$ cat src/rtl/lut_cfg_loader.sv
// lut_cfg_loader: streams host words into a LUT configuration chain with optional readback.
// Define LUT_CFG_READBACK_EN to capture words displaced from the chain onto rd_valid/rd_data.
module lut_cfg_loader #(
    parameter int CONFIG_WIDTH = 8,
    parameter int CHAIN_WORDS  = 4
) (
    input  logic                    config_clk,
    input  logic                    config_rst,
    input  logic                    start,
    input  logic                    abort,
    input  logic                    in_valid,
    input  logic [CONFIG_WIDTH-1:0] in_data,
    output logic                    in_ready,
    output logic                    cfg_en,
    output logic [CONFIG_WIDTH-1:0] cfg_data,
    input  logic [CONFIG_WIDTH-1:0] cfg_ret,
    output logic                    busy,
    output logic                    done,
    output logic                    aborted,
    output logic                    rd_valid,
    output logic [CONFIG_WIDTH-1:0] rd_data
);
    localparam int CW = (CHAIN_WORDS > 1) ? $clog2(CHAIN_WORDS) : 1;
    localparam logic [CW-1:0] LAST = CW'(CHAIN_WORDS - 1);

    typedef enum logic [1:0] {IDLE, LOAD, FIN} state_t;

    state_t                  state_q, state_d;
    logic [CW-1:0]           cnt_q, cnt_d;
    logic                    cfg_en_q, cfg_en_d;
    logic [CONFIG_WIDTH-1:0] cfg_data_q, cfg_data_d;
    logic                    busy_q, busy_d;
    logic                    done_q, done_d;
    logic                    aborted_q, aborted_d;
    logic                    accept, last;

    assign in_ready = (state_q == LOAD);
    // abort wins over a same-cycle word
    assign accept   = in_ready && in_valid && !abort;
    assign last     = (cnt_q == LAST);

    always_comb begin
        state_d    = state_q;
        cnt_d      = cnt_q;
        aborted_d  = aborted_q;
        cfg_en_d   = accept;
        cfg_data_d = accept ? in_data : cfg_data_q;
        done_d     = accept && last;
        case (state_q)
            IDLE: if (start) begin
                state_d   = LOAD;
                cnt_d     = '0;
                aborted_d = 1'b0;
            end
            LOAD: if (abort) begin
                state_d   = IDLE;
                aborted_d = 1'b1;
            end else if (accept) begin
                state_d = last ? FIN : LOAD;
                cnt_d   = last ? cnt_q : cnt_q + 1'b1;
            end
            default: state_d = IDLE;
        endcase
        busy_d = (state_d != IDLE);
    end

    always_ff @(posedge config_clk or posedge config_rst) begin
        if (config_rst) begin
            state_q    <= IDLE;
            cnt_q      <= '0;
            cfg_en_q   <= 1'b0;
            cfg_data_q <= '0;
            busy_q     <= 1'b0;
            done_q     <= 1'b0;
            aborted_q  <= 1'b0;
        end else begin
            state_q    <= state_d;
            cnt_q      <= cnt_d;
            cfg_en_q   <= cfg_en_d;
            cfg_data_q <= cfg_data_d;
            busy_q     <= busy_d;
            done_q     <= done_d;
            aborted_q  <= aborted_d;
        end
    end

    assign cfg_en   = cfg_en_q;
    assign cfg_data = cfg_data_q;
    assign busy     = busy_q;
    assign done     = done_q;
    assign aborted  = aborted_q;

`ifdef LUT_CFG_READBACK_EN
    logic                    rd_valid_q, rd_valid_d;
    logic [CONFIG_WIDTH-1:0] rd_data_q, rd_data_d;

    // the chain shifts on every cfg_en edge, so its output word is the one being displaced
    always_comb begin
        rd_valid_d = cfg_en_q;
        rd_data_d  = cfg_en_q ? cfg_ret : rd_data_q;
    end

    always_ff @(posedge config_clk or posedge config_rst) begin
        if (config_rst) begin
            rd_valid_q <= 1'b0;
            rd_data_q  <= '0;
        end else begin
            rd_valid_q <= rd_valid_d;
            rd_data_q  <= rd_data_d;
        end
    end

    assign rd_valid = rd_valid_q;
    assign rd_data  = rd_data_q;
`else
    logic unused_cfg_ret;
    assign unused_cfg_ret = ^cfg_ret;
    assign rd_valid       = 1'b0;
    assign rd_data        = '0;
`endif
endmodule

$ cat config.mk
export PLATFORM = sky130hd
export DESIGN_NAME = lut_cfg_loader
export DESIGN_NICKNAME = d
export VERILOG_FILES = /design/src/rtl/lut_cfg_loader.sv
export SDC_FILE = /design/constraint.sdc
export NUM_CORES = 1
export LEC_CHECK = 0
export CAP_MARGIN = 20
export CORE_ASPECT_RATIO = 0.9
export CORE_UTILIZATION = 33
export DETAILED_ROUTE_END_ITERATION = 8
export GPL_ROUTABILITY_DRIVEN = 0
export PLACE_DENSITY = 0.85
export SYNTH_ARGS = -nofsm -noshare
export SYNTH_HDL_FRONTEND = slang
export SYNTH_SLANG_ARGS = --single-unit
$ cat constraint.sdc
create_clock -name config_clk -period 1.4 [get_ports config_clk]
set_input_delay 0.21 -clock config_clk [delete_from_list [all_inputs] [get_ports config_clk]]
set_output_delay 0.21 -clock config_clk [all_outputs]
set_load 0.01 [all_outputs]
After elaboration in Yosys (flattened, before gate mapping)
Cells that the tools add are included.
{ "word_totals": {"ff_bits": 16, "latchBits": 0, "mem_bits_rw": 0, "rom_bits": 0, "output_inout_bits": 22, "memories": 0} }
{ "op_classes": {"add_sub_neg": 1, "multipliers": 0, "n_div": 0, "n_lt_le_gt_ge": 0, "eq_ne": 7, "shift": 0, "mux": 13, "bitwise_logic": 0, "reduce_logical": 9} }
{ "op_table": {"columns": ["cell", "count"], "rows": [
  ["2-to-1 mux 2 bit", 8],
  ["!= test 2 bit (second input constant)", 4],
  ["case mux 2 bit (2 select lines)", 2],
  ["AND reduction 5 bit", 1],
  ["nonzero test 2 bit", 2],
  ["logical AND 1 bit", 3],
  ["AND reduction 3 bit", 1],
  ["adder 2 x 1 -> 2 bit (second input constant)", 1],
  ["equality test 2 x 1 -> 1 bit (second input constant)", 1],
  ["equality test 2 bit (second input constant)", 1],
  ["zero test 2 bit", 1],
  ["2-to-1 mux 1 bit", 2],
  ["!= test 2 x 1 -> 1 bit (second input constant)", 1],
  ["case mux 1 bit (2 select lines)", 1],
  ["zero test 1 bit", 1]
]} }

Depth between registers and ports, before layout
Gate-level depths: netlist of the first run.
{ "logic_depth": {"depth_word": 7, "depth_mapped": 4} }

Worst setup path before layout of the first run
Ideal clock, no wire load.
{ "synth_timing": {"kind": "register to register", "startpoint": "register cnt_q[0]", "endpoint": "register cnt_q[1]", "setup_ns": 0.127, "arrival_time_ns": 1.231, "t_required_ns": 1.273, "setup_slack_ns": 0.042, "path_stages_with_launch": 5, "path_buffers": 0, "path_cell_list": "dfrtp_1 -> ha_1 -> nand4bb_1 -> o211a_1 -> a221o_2"} }
{ "synth_between": {"elab_chain_len": 5, "elab_cells_between_ends": 8} }
{ "synth_lines": {"columns": ["element", "line", "source"], "rows": [
  ["start, declared", "29", "logic [CW-1:0] cnt_q, cnt_d;"],
  ["start signal, assigned", "78", "cnt_q <= cnt_d;"],
  ["adder 2 x 1 -> 2 bit", "60", "cnt_d = last ? cnt_q : cnt_q + 1'b1;"],
  ["2-to-1 mux 2 bit", "60", null],
  ["2-to-1 mux 2 bit", "58", "end else if (accept) begin"],
  ["2-to-1 mux 2 bit", "55", "LOAD: if (abort) begin"],
  ["case mux 2 bit (2 select lines)", "49", "case (state_q)"]
]} }
Several ways; a longest one is shown, not always the timed one. The select of a mux whose other input is x is not followed.
A chain may end at the register's enable or synchronous reset.

Worst setup path in the final report of the first run
{ "layout_timing": {"startpoint": "register state_q[1]", "endpoint": "register cfg_data_q[2], in the netlist cfg_data[2]"} }
{ "layout_between": {"elab_chain_len": 3} }
{ "layout_lines": {"columns": ["element", "line", "source"], "rows": [
  ["start, declared", "28", "state_t state_q, state_d;"],
  ["start signal, assigned", "77", "state_q <= state_d;"],
  ["equality test 2 x 1 -> 1 bit", "37", "assign in_ready = (state_q == LOAD);"],
  ["logical AND 1 bit (2 in a row)", "39", "assign accept = in_ready && in_valid && !abort;"],
  ["end signal, assigned", "80", "cfg_data_q <= cfg_data_d;"],
  ["end, declared", "31", "logic [CONFIG_WIDTH-1:0] cfg_data_q, cfg_data_d;"]
]} }
Every way passes these cells.

==> flow_summary.ini, run 1 <==
[yosys]
ys_async_sr_fraction_pct = 100
yosysTopAreaCell = dfrtp_1
ys_ff_latch = 16
synthTopCellsByArea = dfrtp_1 53%, mux2_4 16%, buf_4 8.9%
synthesis.area_um2 = 758
synth-main-ff-cell = dfrtp_1
avgSynthCellArea_um2 = 13.3
synth_enable_flop_cells = 0
yosys-top-cells-count = 16 x dfrtp_1, 9 x buf_4, 8 x mux2_4
ys_warn_count = 0
syn_inst = 57
seq_area_frac_synth_pct = 52.8
synth_top_area_share_pct = 52.8
synth_most_common_cell = dfrtp_1
ys_types = 21

[global_routing]
grt_pass1_vias = 507
grt_pass1_wl_um = 2140
grt_max_degree = 17
track_usage_pct = 12.3
grt_remaining_overflow = 0
antenna_found_initial = 0

[pwr]
leakagePower_nw = 0.596
p_int_mw = 1.14
p_sw_share_pct = 27.9
vdd_drop_max_mv = 0.697
p_per_area_mw_per_mm2 = 1380
pwr-share-comb_pct = 43.3
power_mw = 1.57
power_switching_mw = 0.440
pwr-share-seq_pct = 42.3
clkPwrFrac_pct = 14.4

[worst_setup_path]
r2r_end = cfg_data[2]$_DFFE_PP0P_
max_stage_delay_ps = 410
r2r_slack_ps = 20
cp-end-kind = flop
cp-startpoint = state_q[1]$_DFF_PP0_
crit_fanout = 11
crit_end = cfg_data[2]$_DFFE_PP0P_
slowest_stage = dfrtp_1
cp.required_ps = 1560
path_cells = buf_6 -> and4bb_1 -> buf_12 -> mux2_4
r2r_cells = 4
worstPathArrival_ps = 1540
worstSetupPathType = reg -> reg
crit_path_start_kind = flop
timing.rr.start = state_q[1]$_DFF_PP0_

[sta]
drv_slew = 0
fin_skew_ps = 5.65
fmaxAchievable_mhz = 723
min_period_over_period_pct = 98.8
rsz0062_at_grt = yes
final.setup.tns_ps = 0
finalHoldViolCount = 0
period_minus_slack_ps = 1380
setup_ws_ps = 17.2
finalSetupViolCount = 0

[min_path]
min_path_type = in -> async

[die]
io_pins = 43
die_w_um = 52.5
coreArea_mm2 = 0.00218
die-height_um = 47.5
num_rows = 16
start_util_pct = 34.7
dieArea_mm2 = 0.00249

[cells_and_area]
drive_above_1_share_pct = 30.1
finalNetCount = 117
antenna_cells = 0
syn2layout_area_growth_pct = 50.5
final_util_pct = 52.3
design_area_mm2 = 0.00114
num-fill-cells = 174

[place]
postPlaceCellArea_mm2 = 0.00106
port_buffers = 25
place_ws_ps = -178
dp_hpwl_um = 1010

[drt]
drtPass1Iterations = 2
route.detailed.drc = 0
via_per_inst = 4.30
first_iter_violations = 3
ant_nets = 0
vias = 516
drt-total-wl_um = 1350
wire_per_inst_um = 11.2

[status]
status = completed

[clock_network]
clock-sinks = 16
path_clk_slew_ps = 90
tritoncts = built
cts_root_buffer = clkbuf_4
clock_path_buffers = 2
cts_htree_levels = 1
clk_latency_ps = 270
cts_buffers = 3

[run]
maxCapViolCount = 0
-- layout make-up --
class / count / area [um^2] / area share (%)
inverters: 2 / 7.51 / 0.658
repair buffers: 35 / 357 / 31.3
flip-flops and latches: 16 / 400 / 35.1
clock buffers: 3 / 22.5 / 1.97
well taps: 27 / 33.8 / 2.96
multi-input cells: 37 / 320 / 28.1
-- how the worst min path moves through the flow --
| stage | slack, ps | end |
|---|---|---|
| 2_1_floorplan | 120 | aborted$_DFFE_PP0P_ |
| 3_3_place_gp | 490 | cfg_data[1]$_DFFE_PP0P_ |
| 3_5_place_dp | 480 | busy$_DFF_PP0_ |
| 4_1_cts | 230 | cfg_en$_DFF_PP0_ |
| 5_1_grt | 270 | cnt_q[0]$_DFFE_PP0P_ |
| 6_report | 240 | cfg_data[6]$_DFFE_PP0P_ |
-- power groups by stage --
| stage | logic, mW | clock network (mW) | registers, mW |
|---|---|---|---|
| 2_1_floorplan | 0.272 | 0 | 0.737 |
| 3_3_place_gp | 0.664 | 0 | 0.671 |
| 3_5_place_dp | 0.675 | 0 | 0.681 |
| 4_1_cts | 0.674 | 0.238 | 0.672 |
| 5_1_grt | 0.744 | 0.260 | 0.683 |
| 6_report | 0.681 | 0.227 | 0.667 |
-- critical path: cells and delay by family, from the launching register on --
family | cells | cell delay, ps
flip-flops | 1 | 410
multiplexers | 1 | 300
AND/OR/NAND/NOR | 1 | 290
buffers and inverters | 2 | 270
-- layer usage --
metal	share of wire, %	track usage [%]	vias up
li1	-	-	250
met1	44	14.7	241
met2	46	20.8	25
met3	10	3.17	0
met4	0	6.32	0
met5	0	0	-
-- sequential cells by signal, indices dropped and copies added, names as in the netlist --
name / count
aborted: 1
busy: 1
cfg_data: 8
cfg_en: 1
cnt_q: 2
done: 1
state_q: 2
-- timing repair --
action                                  CTS  global route
hold buffers                              0             0
buffers inserted                          1             2
gates resized for setup                   4            10
endpoints found under the setup margin    4            17
-- layout by cell type, fill, tap and decap left out, drive strengths merged --
cell type and n:
buf 10, clkdlybuf4s15 1, a211oi 1, nand2 2
nor2 2, clkdlybuf4s50 15, nand4bb 1, ha 1
a221o 1, or3 1, dlymetal6s2s 7, mux2 8
nand3 1, conb 9, inv 2, and2b 2
and2 2, dlygate4sd2 2, dfrtp 16, and4bb 1
o211ai 1, o211a 1, nor2b 1, clkbuf 3
o21ai 2
-- cell families after synthesis --
kind of cell | share of synthesized area [%]
flops | 52.8
other cells | 0.495
mux | 15.8
compound gates | 6.11
simple gates | 11.7
fa+ha+maj | 1.65
buf+inv | 11.4
-- per-stage QoR --
step | hold WS, ps | std cells
after floorplan | 124 | 65
after global placement | 490 | 114
after detailed placement | 483 | 114
after CTS | 227 | 118
after global routing | 274 | 120
final | 236 | 120
Power figures use the tool's default switching activity.
==> inputs of run 2 (changes only) <==
--- a/config.mk
+++ b/config.mk
@@ -10,6 +10,7 @@
 export CORE_UTILIZATION = 33
 export DETAILED_ROUTE_END_ITERATION = 8
 export GPL_ROUTABILITY_DRIVEN = 0
+export GPL_TIMING_DRIVEN = 0
 export PLACE_DENSITY = 0.85
 export SYNTH_ARGS = -nofsm -noshare
 export SYNTH_HDL_FRONTEND = slang
==> flow_summary.ini, run 2 (same netlist as run 1, synthesis figures left out) <==
[clock_network]
path_clk_slew_ps = 90
cts_htree_levels = 1
tritoncts = built
cts_root_buffer = clkbuf_4
clock_path_buffers = 2
cts_buffers = 3
clock-sinks = 16
clk_latency_ps = 270
hold_buffers = 0

[cells_and_area]
syn2layout_area_growth_pct = 57.6
final_util_pct = 54.8
largest_reg_flops = 8
final_cell_mix = 18 x clkdlybuf4s50_1, 15 x buf_4, 14 x dfrtp_1
antenna_cells = 0
drive_above_1_share_pct = 38.6
finalNetCount = 125
final_common_cell = clkdlybuf4s50_1
design_area_mm2 = 0.00119
num-fill-cells = 186

[sta]
drv_slew = 0
relSlewSlack_pct = 61.1
period_minus_slack_ps = 1430
setup_ws_ps = -34.8
fin_skew_ps = 7.68
rsz0062_at_grt = yes
min_period_over_period_pct = 102
whs_ps = 294
tightest_slew_ps = 583
final.setup.tns_ps = -201
finalSetupViolCount = 8
finalHoldViolCount = 0
fmaxAchievable_mhz = 697

[worst_setup_path]
r2r_cells = 4
path_cells = buf_6 -> and4bb_2 -> buf_6 -> mux2_4
cp.required_ps = 1550
worstSetupPathType = reg -> reg
crit_path_start_kind = flop
worstPathArrival_ps = 1590
max_stage_delay_ps = 420
crit_fanout = 5
cp-end-kind = flop
slowest_stage = dfrtp_2
cp_common_cell = buf_6

[drt]
drtPass1Iterations = 4
vias = 578
via_per_inst = 4.52
drt-total-wl_um = 1540
wire_per_inst_um = 12.0
first_iter_violations = 5
route.detailed.drc = 0
ant_nets = 0

[global_routing]
track_usage_pct = 12.4
grt_remaining_overflow = 0
grt_pass1_vias = 478
grt_pass1_wl_um = 2210
antenna_found_initial = 0
grt_max_degree = 17

[die]
coreArea_mm2 = 0.00218
die_w_um = 52.5
num_rows = 16
io_pins = 43
dieArea_mm2 = 0.00249
die-height_um = 47.5
start_util_pct = 34.7

[run]
maxCapViolCount = 0

[place]
port_buffers = 25
postPlaceCellArea_mm2 = 0.00107

[pwr]
vdd_drop_max_mv = 0.720
leakagePower_nw = 0.613
p_per_area_mw_per_mm2 = 1350

[status]
violations = setup timing
status = finished, violations left

[min_path]
min_path_type = in -> async
-- run 2: changes by cell type in the layout (fill, tap and decap cells not counted), sizes merged --
cell,change
buf,+8
clkdlybuf4s50,+3
dlygate4sd2,-1
dlymetal6s2s,-2
-- run 2: path summary, 6_finish.rpt --
check	start	endpoint	slack, ps
worst min-delay path	config_rst	cfg_en$_DFF_PP0_	290
max in group asynchronous	config_rst	state_q[1]$_DFF_PP0_	690
min in group config_clk	cfg_data[7]$_DFFE_PP0P_	cfg_data[7]$_DFFE_PP0P_	510
worst max register to register	state_q[1]$_DFF_PP0_	cfg_data[7]$_DFFE_PP0P_	-30
worst min register to register	cfg_data[7]$_DFFE_PP0P_	cfg_data[7]$_DFFE_PP0P_	510
worst max-delay path	state_q[1]$_DFF_PP0_	cfg_data[7]$_DFFE_PP0P_	-30
-- run 2: area by class of cell --
class                      instances  area, um^2  area share (%)
buffer                            10        78.8            6.60
clock buffer                       3        22.5            1.88
inverter                           2        7.51           0.628
multi-input combinational         37         320            26.8
sequential                        16         403            33.7
tap                               27        33.8            2.83
timing repair buffer              33         329            27.5
-- run 2: what timing repair did --
action / in CTS / in global routing
buffers inserted: 5 / 2
cloned: 1 / 0
setup endpoints to repair: 9 / 15
pin swaps: 1 / 2
gates resized for setup: 9 / 7
-- run 2: per-stage QoR --
step           power [mW]  setup WS, ps  std cells
4_1_cts              1.61         -47.9        126
3_3_place_gp         1.29          -204        117
3_5_place_dp         1.32          -226        117
6_report             1.61         -34.8        128
5_1_grt              1.71         -71.4        128
2_1_floorplan        1.01          42.4         65
-- run 2: report_power, final --
group | internal (mW) | switching (mW) | total, mW
combinational | 0.459 | 0.253 | 0.712
clock | 0.0993 | 0.124 | 0.223
sequential | 0.600 | 0.0728 | 0.672
total | 1.16 | 0.450 | 1.61
-- run 2: per-layer routing --
| metal | vias up | share of wire (%) | global-route usage, % |
|---|---|---|---|
| li1 | 268 | - | - |
| met1 | 273 | 43 | 15.2 |
| met2 | 35 | 48 | 23.5 |
| met3 | 2 | 9.2 | 2.22 |
| met4 | 0 | 0.26 | 1.58 |
| met5 | - | 0 | 0 |
-- run 2: worst max-delay path, delay by kind of cell, from the launching register on --
| family | cells | cell delay, ps |
|---|---|---|
| DFF | 1 | 420 |
| and+or+nand+nor | 1 | 330 |
| muxes | 1 | 300 |
| buffers and inverters | 2 | 270 |
